## config.mk

```make
export PLATFORM = sky130hd
export DESIGN_NAME = dma_addr_sequencer
export DESIGN_NICKNAME = d
export VERILOG_FILES = /design/src/rtl/dma_addr_sequencer.sv
export SDC_FILE = /design/constraint.sdc
export NUM_CORES = 1
export LEC_CHECK = 0
export CORE_MARGIN = 2
export CORE_UTILIZATION = 35
export CTS_BUF_LIST = sky130_fd_sc_hd__clkbuf_4 sky130_fd_sc_hd__clkbuf_8
export DETAILED_ROUTE_END_ITERATION = 10
export PLACE_DENSITY_LB_ADDON = 0.1
export SYNTH_ARGS = -nofsm -noshare
export SYNTH_HDL_FRONTEND = slang
export SYNTH_SLANG_ARGS = --single-unit
```

## constraint.sdc

```tcl
create_clock -name clk -period 5 [get_ports clk]
set_clock_uncertainty 0.2 [all_clocks]
set_input_delay 0.75 -clock clk [delete_from_list [all_inputs] [get_ports clk]]
set_output_delay 0.75 -clock clk [all_outputs]
set_load 0.1 [all_outputs]
```

## src/rtl/dma_addr_sequencer.sv

```systemverilog
// Am2940-style DMA address/word-count sequencer: instruction-driven register file,
// address and word counters with reload bases, and an IDLE/RUN/DONE control FSM.
module dma_addr_sequencer #(
    parameter int AW = 8,
    parameter int WW = 8
) (
    input  logic          clk,
    input  logic          res_n,
    input  logic [2:0]    instr,
    input  logic          instr_valid,
    input  logic [7:0]    data_in,
    output logic [7:0]    data_out,
    input  logic          xfer_req,
    output logic          xfer_ack,
    output logic [AW-1:0] addr_out,
    output logic          busy,
    output logic          done
);
    localparam logic [2:0] OP_WRCR   = 3'b000;
    localparam logic [2:0] OP_RDCR   = 3'b001;
    localparam logic [2:0] OP_RDWC   = 3'b010;
    localparam logic [2:0] OP_RDAC   = 3'b011;
    localparam logic [2:0] OP_REINIT = 3'b100;
    localparam logic [2:0] OP_LDADDR = 3'b101;
    localparam logic [2:0] OP_LDWC   = 3'b110;
    localparam logic [2:0] OP_ENCNT  = 3'b111;

    typedef enum logic [1:0] {S_IDLE, S_RUN, S_DONE} state_t;

    state_t        state, state_nxt;
    logic [2:0]    cr;
    logic [AW-1:0] addr, addr_base, addr_nxt, din_a;
    logic [WW-1:0] wc, wc_base, wc_nxt, din_w;
    logic          is_reinit, wr_ok;

    assign is_reinit = instr_valid && (instr == OP_REINIT);
    assign wr_ok     = (state != S_RUN);
    assign din_a     = AW'(data_in);
    assign din_w     = WW'(data_in);
    assign addr_out  = addr;

    // Completion test, shared by the ack step (post-step values) and ENCNT (current values).
    function automatic logic done_cond(input logic [1:0] m, input logic [WW-1:0] w,
                                       input logic [AW-1:0] a, input logic [WW-1:0] wb);
        case (m)
            2'b00:   return w == '0;
            2'b01:   return w == wb;
            2'b10:   return a[WW-1:0] == wb;
            default: return 1'b0;
        endcase
    endfunction

    always_comb begin
        addr_nxt = cr[2] ? addr - AW'(1) : addr + AW'(1);
        case (cr[1:0])
            2'b01:   wc_nxt = wc + WW'(1);
            2'b10:   wc_nxt = wc;
            default: wc_nxt = wc - WW'(1);
        endcase
    end

    always_ff @(posedge clk) begin
        if (!res_n) state <= S_IDLE;
        else        state <= state_nxt;
    end

    always_comb begin
        state_nxt = state;
        case (state)
            S_IDLE: if (instr_valid && instr == OP_ENCNT)
                        state_nxt = done_cond(cr[1:0], wc, addr, wc_base) ? S_DONE : S_RUN;
            S_RUN: begin
                if (is_reinit)
                    state_nxt = S_IDLE;
                else if (xfer_ack && done_cond(cr[1:0], wc_nxt, addr_nxt, wc_base))
                    state_nxt = S_DONE;
            end
            S_DONE: if (is_reinit) state_nxt = S_IDLE;
            default: state_nxt = S_IDLE;
        endcase
    end

    always_comb begin
        busy     = (state == S_RUN);
        xfer_ack = xfer_req && (state == S_RUN) && !is_reinit;
    end

    // Counters only step in RUN and loads are refused in RUN, so the two never collide.
    always_ff @(posedge clk) begin
        if (!res_n) begin
            cr        <= '0;
            addr      <= '0;
            addr_base <= '0;
            wc        <= '0;
            wc_base   <= '0;
            data_out  <= '0;
            done      <= 1'b0;
        end else begin
            done <= (state_nxt == S_DONE);
            if (xfer_ack) begin
                addr <= addr_nxt;
                wc   <= wc_nxt;
            end
            if (instr_valid) begin
                case (instr)
                    OP_WRCR:   if (wr_ok) cr <= data_in[2:0];
                    OP_RDCR:   data_out <= {5'b0, cr};
                    OP_RDWC:   data_out <= 8'(wc);
                    OP_RDAC:   data_out <= 8'(addr);
                    OP_REINIT: begin
                        addr <= addr_base;
                        wc   <= (cr[1:0] == 2'b01) ? '0 : wc_base;
                    end
                    OP_LDADDR: if (wr_ok) begin
                        addr_base <= din_a;
                        addr      <= din_a;
                    end
                    OP_LDWC:   if (wr_ok) begin
                        wc_base <= din_w;
                        wc      <= (cr[1:0] == 2'b01) ? '0 : din_w;
                    end
                    default: ;
                endcase
            end
        end
    end
endmodule

```

# [Word-level counts from Yosys, hierarchy flattened]
# Index checks and enable logic that the tools add are counted.
[totals] register_bits=46 word_cells=70
[op_classes] addsub=4 eq_ne=17 muxes=25 reduce_logical=16
[ops] op="8-bit 2-to-1 mux" count=9
[ops] op="8-bit case mux with 2 select lines" count=3
[ops] op="8-bit == test" count=4
[ops] op="8-bit case mux with 3 select lines" count=1
[ops] op="8-bit by 1-bit adder with 8-bit output, second input constant" count=2
[ops] op="8-bit logical NOT" count=2
[ops] op="8-bit by 1-bit subtractor with 8-bit output, second input constant" count=2
[ops] op="3-bit == test, second input constant" count=4
[ops] op="2-bit 2-to-1 mux" count=5
[ops] op="3-bit AND reduction" count=3
[ops] op="2-bit == test, second input constant" count=3
[ops] op="3-bit by 2-bit == test with 1-bit output, second input constant" count=2
[ops] op="1-bit case mux with 3 select lines" count=2
[ops] op="2-bit case mux with 3 select lines" count=1
[ops] op="1-bit logical AND" count=5
[ops] op="2-bit by 1-bit == test with 1-bit output, second input constant" count=2
[ops] op="2-bit logical NOT" count=2
[ops] op="1-bit 2-to-1 mux" count=4
[ops] op="3-bit by 1-bit == test with 1-bit output, second input constant" count=1
[ops] op="3-bit logical NOT" count=1
[ops] op="3-bit nonzero test" count=1
[ops] op="2-bit by 1-bit != test with 1-bit output, second input constant" count=1
[ops] op="2-bit AND reduction" count=1
[ops] op="1-bit logical NOT" count=1

# [Logic depth before layout (Yosys ltp)]
# Gate-level depths: netlist (run 1).
[logic_depth] ltp_word=11 depth_mapped=15 depth_no_buf=12

# [Least setup slack after synthesis (run 1)]
# OpenSTA, ideal clock, no wires.
[synth_path] kind="register -> register" startpoint="register cr[1]" endpoint="register state[0]" setup_ns=0.124 arrival_time_ns=3.257 required_ns=4.676 setup_slack_ns=1.419 path_stages_with_launch=15 path_buffers=2 period_less_slack_ns=3.581 cell_sequence="dfxtp_1 -> inv_1 -> ha_1 -> clkbuf_1 -> inv_1 -> clkbuf_1 -> ha_1 -> a21oi_2 -> a21boi_1 -> or4b_1 -> nand4_1 -> o2111ai_1 -> a2111o_1 -> nor4_1 -> nor3_1"
[synth_via] elab_chain_len=10 elab_cells_between_ends=18 classes_between="3 x eq/ne; 12 x mux; 3 x reduce/logical"
[synth_rtl] item="start: declaration" line="31" source="logic [2:0] cr;"
[synth_rtl] item="start signal: assignment" line="106" source="OP_WRCR: if (wr_ok) cr <= data_in[2:0];"
[synth_rtl] item="2-bit == test or 2-bit by 1-bit == test with 1-bit output (tied branches)" line="45, 55"
[synth_rtl] item="8-bit case mux with 2 select lines" line="55" source="case (cr[1:0])"
[synth_rtl] item="8-bit == test or 8-bit logical NOT (tied branches)" line="47, 46"
[synth_rtl] item="1-bit case mux with 3 select lines" line="45" source="case (m)"
[synth_rtl] item="1-bit 2-to-1 mux" line="73" source="if (is_reinit)"
[synth_rtl] item="1-bit 2-to-1 mux" line="69" source="case (state)"
[synth_rtl] item="1-bit logical AND" line="75" source="else if (xfer_ack && done_cond(cr[1:0], wc_nxt, addr_nxt, wc_base))"
[synth_rtl] item="2-bit 2-to-1 mux" line="75"
[synth_rtl] item="2-bit 2-to-1 mux" line="73"
[synth_rtl] item="2-bit case mux with 3 select lines (*)" line="69"
[synth_rtl] item="end signal: assignment" line="64" source="else state <= state_nxt;"
[synth_rtl] item="end: declaration" line="30" source="state_t state, state_nxt;"
# Mark *: on every way between the ends. The rest lies on a longest branch, timed or not. The select of a mux whose other input is x is not followed.
# A chain may end at the register's enable or synchronous reset.

# [Final worst setup path (run 1)]
[layout_path] startpoint="input port instr[1]" endpoint="output port xfer_ack"
[layout_via] elab_chain_len=4
[layout_rtl] item="start: declaration" line="9" source="input logic [2:0] instr,"
[layout_rtl] item="3-bit == test" line="36" source="assign is_reinit = instr_valid && (instr == OP_REINIT);"
[layout_rtl] item="1-bit logical AND" line="36"
[layout_rtl] item="1-bit logical NOT" line="85" source="xfer_ack = xfer_req && (state == S_RUN) && !is_reinit;"
[layout_rtl] item="1-bit logical AND" line="85"
[layout_rtl] item="end: declaration" line="14" source="output logic xfer_ack,"
# No other way between the ends.

==> results of run 1 <==
## worst max path at each step
stage	end	cells after the start	slack (ns)
2_1_floorplan	state[0]$_SDFF_PN0_	14	1.42
3_3_place_gp	xfer_ack	6	1.11
3_5_place_dp	xfer_ack	6	1.10
4_1_cts	xfer_ack	6	1.10
5_1_grt	state[0]$_SDFF_PN0_	12	0.88
6_report	xfer_ack	6	1.07
## power by group
group          internal [mW]  switching, mW  leakage, nW  total (mW)
registers              0.373         0.0117        0.372       0.385
clock network          0.105          0.144       0.0486       0.248
logic                 0.0759          0.111         1.21       0.187
## cell usage after synthesis (3+ instances only)
cell type  count
nor2b_1       32
a21o_1         7
ha_1          18
mux2_2         4
nor3_1         7
nand3b_1       4
buf_2          6
nor4_1         6
mux2i_1       38
o22ai_1       11
xor2_1         5
and3_1         6
nor3b_1        4
o2111ai_1      5
o21ai_1        3
a21boi_0       3
a22oi_1       14
dfxtp_1       46
nand3_1       14
and2_1        14
inv_1         13
nor2_1        23
xnor2_1       22
a21oi_1       18
nand2_1       27
o21ai_0       16
nand4b_1       3
a22o_1         3
nand4_1        4
o21a_1         3
nand2b_1       7
clkbuf_1      21
## flip-flops by register name, summed over array words and instances, names as in the netlist
| signal | cells |
|---|---|
| wc | 8 |
| addr_base | 8 |
| addr_out | 8 |
| done | 1 |
| cr | 3 |
| wc_base | 8 |
| data_out | 8 |
| state | 2 |
## per-layer routing
layer	wire [um]	up-vias
met5	0	-
met4	161	0
met3	566	11
met2	5334	88
met1	5738	1648
li1	-	1691
## stage by stage
step | setup slack [ns] | total power [mW] | hold slack [ns] | instance area [um^2]
6_report | 1.066 | 0.8208 | 0.2710 | 4268
5_1_grt | 0.8762 | 0.8618 | 0.3119 | 4268
4_1_cts | 1.098 | 0.8243 | 0.2748 | 4268
3_5_place_dp | 1.101 | 0.5790 | 0.2608 | 4178
3_3_place_gp | 1.112 | 0.5782 | 0.2501 | 4178
2_1_floorplan | 1.419 | 0.5238 | 0.2431 | 3785
## worst reg2reg max path: cells and delay by family (launching register included)
kind,cells,cell delay [ns]
AO/OA/AOI/OAI,3,0.73
buffers and inverters,2,0.62
AND/OR/NAND/NOR,4,0.96
flip-flops,1,0.39
XOR/XNOR,1,0.18
adder cells (fa/ha/maj),2,0.72
## cell type report
type                       instances  area share, %
multi-input combinational        364          62.88
clock buffer                       6          1.788
tap                              136          3.987
sequential                        46          21.58
clock inverter                     2         0.3225
inverter                          14          1.231
timing repair buffer              36          8.209
## cell families after synthesis
logic type / Yosys count / synth area share, %
xor gates and xnor gates: 28 / 6.843
muxes: 42 / 11.24
and+or+nand+nor: 163 / 24.96
DFF: 46 / 24.33
buffers and inverters: 43 / 4.761
AOI/OAI and AO/OA: 111 / 20.86
adders and majority gates: 20 / 7.008
==> reports/results.ini, run 1 <==
[outcome]
outcome=finished, final reports clean

[die]
coreArea_mm2=0.01042
die_h_um=108.0
start_util_pct=36.34
dieArea_mm2=0.01166
dieWidth_um=108.0
fp-row-count=37
num_io_pins=34

[worst_setup_path]
max_stage_delay_ns=0.83
critPathKind=primary input to output pin
crit_buf_inv=3
crit_family=buffers and inverters
end_kind=output pin
startpoint=instr[1]
required_ns=4.05
worstRegToRegCells=12
crit_slowest_cell=clkdlybuf4s50_1
rr_endpoint=state[0]$_SDFF_PN0_
critPathMaxFanout=17
arrival_ns=2.98
reg2reg_slack_ns=1.11
rr_startpoint=cr[1]$_SDFFE_PN0P_
start_kind=primary input
path_cells=clkdlybuf4s50_1 -> and4bb_1 -> nor2_1 -> nand2_1 -> inv_1 -> buf_4

[clock_tree]
numCtsBuffers=5
cts_resized=0
postCtsSetupRepairBufs=0
htreeDepth=2
root_buffer=clkbuf_8
clk_pin_slew_worst_paths_ns=0.09
clkLatencyLatePin_ns=0.31
cts_tree=built
clock_sinks=46
ctsHoldBuffers=0
cts_max_path_buffers=2

[sta]
fin_crit_sh_pct=78.67
relSlewSlack_pct=25.60
tightest_slew_ns=1.108
rsz0062_at_grt=false
slew_violations=0
finalSetupTns_ns=0
setup_viol=0
period_minus_slack_ns=3.934
finalHoldViolations=0
timing.fmax_mhz=254.2

[drt]
wirelength_mm=11.80
dr.pass1.iters=4
wl_per_cell_um=19.54
num_vias=3438
drc=0
drtIter0Drc=327
ant_nets=0
vias_per_cell=5.692

[grt]
antenna_found_initial=0
grt_usage_pct=21.07
grtUsageMet2_pct=33.96
busiest_layer=met2
use_met1_pct=30.35
grt_pass1_wl_mm=18.58
grt-ovfl-total=0
grt_pass1_vias=3266
grtUsageMet3_pct=2.411
grt_max_degree=45

[finish]
final_cell_mix=46 x dfxtp_1, 38 x mux2i_1, 32 x nor2b_1, 32 x clkdlybuf4s50_1, 27 x nand2_1
antenna_cells=0
stdcell_count=604
final_core_util_pct=40.97
regArea_um2=920.9
final_common_cell=dfxtp_1
nFillCells=1082
fin_nets=502
multiInputGateArea_mm2=0.002684
area_growth_pct=12.76
drive_above_1_share_pct=5.556

[synth]
synth_flop_cell=dfxtp_1
synth-edff-count=0
postSynth.asyncResetShare_pct=0
synth_area_per_cell_um2=8.355
synthCells=453
synth-seq-cells=46
yosysUniqueCellTypes=71
syn_area_mm2=0.003785
synth_fp_nets=488
synth_warnings=0
yosysTopAreaCell=dfxtp_1
ys_seq_area_share_pct=24.33
synth_top_area_share_pct=24.33
ys_top_cells_by_area=dfxtp_1 24%, mux2i_1 10%, ha_1 6.0%

[min_path]
holdPathEnd=data_out[1]$_SDFFE_PN0P_
hold_depth=2
hp-start=data_out[1]$_SDFFE_PN0P_
hp-class=flip-flop to flip-flop

[place]
dp_cells=596
dpl.hpwl_mm=9.034
routabilityCongestion=0.8697
port_buffers=33

[power]
ir_worst_vdd_v=0.0001020
power_density_mw_per_mm2=192.3
p_leak_nw=1.628

[flow_run]
maxCapViolations=0

Power figures use the tool's default switching activity.
==> run 2: changes to the inputs <==
==> constraint.sdc (replaced) <==
create_clock -name clk -period 3.86 [get_ports clk]
set_clock_uncertainty 0.2 [all_clocks]
set_input_delay 0.579 -clock clk [delete_from_list [all_inputs] [get_ports clk]]
set_output_delay 0.579 -clock clk [all_outputs]
set_load 0.1 [all_outputs]
==> reports/results.ini, run 2 (same netlist as run 1, synthesis figures left out) <==
[outcome]
outcome=finished, final reports clean

[flow_run]
maxCapViolations=0  ; unchanged

[die]
num_io_pins=34  ; unchanged
coreArea_mm2=0.01042  ; unchanged
dieArea_mm2=0.01166  ; unchanged
start_util_pct=36.34  ; unchanged
die_h_um=108.0  ; unchanged
fp-row-count=37  ; unchanged
dieWidth_um=108.0  ; unchanged

[sta]
period_minus_slack_ns=3.572
slew_violations=0  ; unchanged
finalSetupTns_ns=0  ; unchanged
timing.fmax_mhz=280.0
fin_crit_sh_pct=92.53
final.setup.worst_slack_ns=0.2883  ; -0.7780 ns
rsz0062_at_grt=false
setup_viol=0  ; unchanged
relSlewSlack_pct=33.38  ; +7.8 points
finalHoldViolations=0  ; unchanged
tightest_slew_ns=0.9961  ; -0.1114 ns

[clock_tree]
clkLatencyLatePin_ns=0.31  ; about the same
clk_pin_slew_worst_paths_ns=0.10  ; about the same
cts_tree=built
root_buffer=clkbuf_8
clock_sinks=46  ; unchanged
cts_max_path_buffers=2  ; unchanged
htreeDepth=2  ; unchanged
numCtsBuffers=5  ; unchanged

[drt]
dr.pass1.iters=5  ; +1
num_vias=3523  ; +2.5%
drtIter0Drc=170  ; -48%
drc=0  ; unchanged
vias_per_cell=5.757  ; +1.1%
wirelength_mm=11.85  ; +0.44%
ant_nets=0  ; unchanged
wl_per_cell_um=19.37  ; -0.87%

[power]
power_density_mw_per_mm2=258.7  ; +35%
ir_worst_vdd_v=0.0001355  ; +33%
p_leak_nw=1.680  ; +3.2%
total_power_mw=1.129  ; +38%

[grt]
grt_usage_pct=21.08  ; about the same
grt_pass1_vias=3325  ; +1.8%
grt_pass1_wl_mm=18.71  ; +0.67%
grt_max_degree=32  ; -29%
antenna_found_initial=0  ; unchanged
grt-ovfl-total=0  ; unchanged

[worst_setup_path]
crit_top_cell=inv_1
crit_buf_inv=2  ; -1
critPathKind=flip-flop to flip-flop
critPathMaxFanout=9  ; -8
start_kind=flip-flop
path_cells=inv_1 -> ha_2 -> inv_1 -> ha_1 -> o21ai_0 -> a2111oi_0 -> a211oi_2 -> o211a_1 -> nand2_1 -> o41a_1 -> o32ai_1 -> nor3_1
crit_family=compound AO/OA/AOI/OAI gates
required_ns=3.86  ; -0.19 ns
arrival_ns=3.57  ; +0.59 ns
crit_slowest_cell=o41a_1
max_stage_delay_ns=0.45  ; -0.38 ns
end_kind=flip-flop

[finish]
area_growth_pct=15.27
nFillCells=1074  ; -0.74%
antenna_cells=0  ; unchanged
final_common_cell=dfxtp_1
fin_nets=510  ; +1.6%
stdcell_count=612  ; +1.3%
final_cell_mix=46 x dfxtp_1, 38 x mux2i_1, 32 x nor2b_1
drive_above_1_share_pct=7.563  ; +2.0 points

[place]
port_buffers=33  ; unchanged
dp_cells=604  ; +1.3%
routabilityCongestion=0.9046  ; +4.0%
post-place-ws_ns=0.1846  ; -0.9165 ns
dpl.hpwl_mm=9.100  ; +0.73%

[min_path]
hp-class=flip-flop to flip-flop

-- run 2: power by group --
part           internal [mW]  switching (mW)
Combinational          0.102           0.145
Sequential             0.484          0.0153
Clock                  0.195           0.188
-- run 2: stage by stage --
stage               instance area (um^2)  utilization [%]  hold WS (ns)
global placement                    4248            40.78        0.2495
finish                              4363            41.89        0.2686
floorplan                           3785                -        0.2431
detailed placement                  4248            40.78        0.2580
CTS                                 4360            41.86        0.2729
global route                        4363            41.89        0.3001
-- run 2: metal layers --
metal | vias to the layer above | GRT usage [%] | wire length, um
met5 | - | 0 | 0
met4 | 0 | 5.037 | 190
met3 | 15 | 2.471 | 525
met2 | 106 | 33.69 | 5470
met1 | 1696 | 30.32 | 5666
li1 | 1706 | - | -
-- run 2: area by class of cell --
| cell class | instances | area [um^2] | area share [%] |
|---|---|---|---|
| Clock buffer | 5 | 68.82 | 1.577 |
| Clock inverter | 3 | 43.79 | 1.004 |
| Inverter | 14 | 52.55 | 1.204 |
| Multi-Input combinational cell | 364 | 2686 | 61.57 |
| Sequential cell | 46 | 920.9 | 21.11 |
| Tap cell | 136 | 170.2 | 3.900 |
| Timing Repair Buffer | 44 | 420.4 | 9.636 |
-- run 2: worst reg2reg max path: stages, from the launching register on --
cell and delay [ns]:
dfxtp_1 0.35, inv_1 0.11, ha_2 0.32, inv_1 0.22, ha_1 0.40, o21ai_0 0.28
a2111oi_0 0.14, a211oi_2 0.39, o211a_1 0.24, nand2_1 0.05, o41a_1 0.45, o32ai_1 0.25
nor3_1 0.07
-- run 2: worst paths after layout --
path	startpoint	end	slack (ns)	depth (start not counted)
hold / removal	addr_base[3]$_SDFFE_PN0P_	addr_base[3]$_SDFFE_PN0P_	0.27	2
hold reg to reg	addr_base[3]$_SDFFE_PN0P_	addr_base[3]$_SDFFE_PN0P_	0.27	2
setup reg to reg	cr[1]$_SDFFE_PN0P_	state[0]$_SDFF_PN0_	0.29	12
setup / recovery	cr[1]$_SDFFE_PN0P_	state[0]$_SDFF_PN0_	0.29	12
-- run 2: timing repair --
action                                  in CTS  in global routing
setup buffers                                0                  0
resized for setup                            0                  1
endpoints found under the setup margin       0                  3
hold buffers                                 0                  0
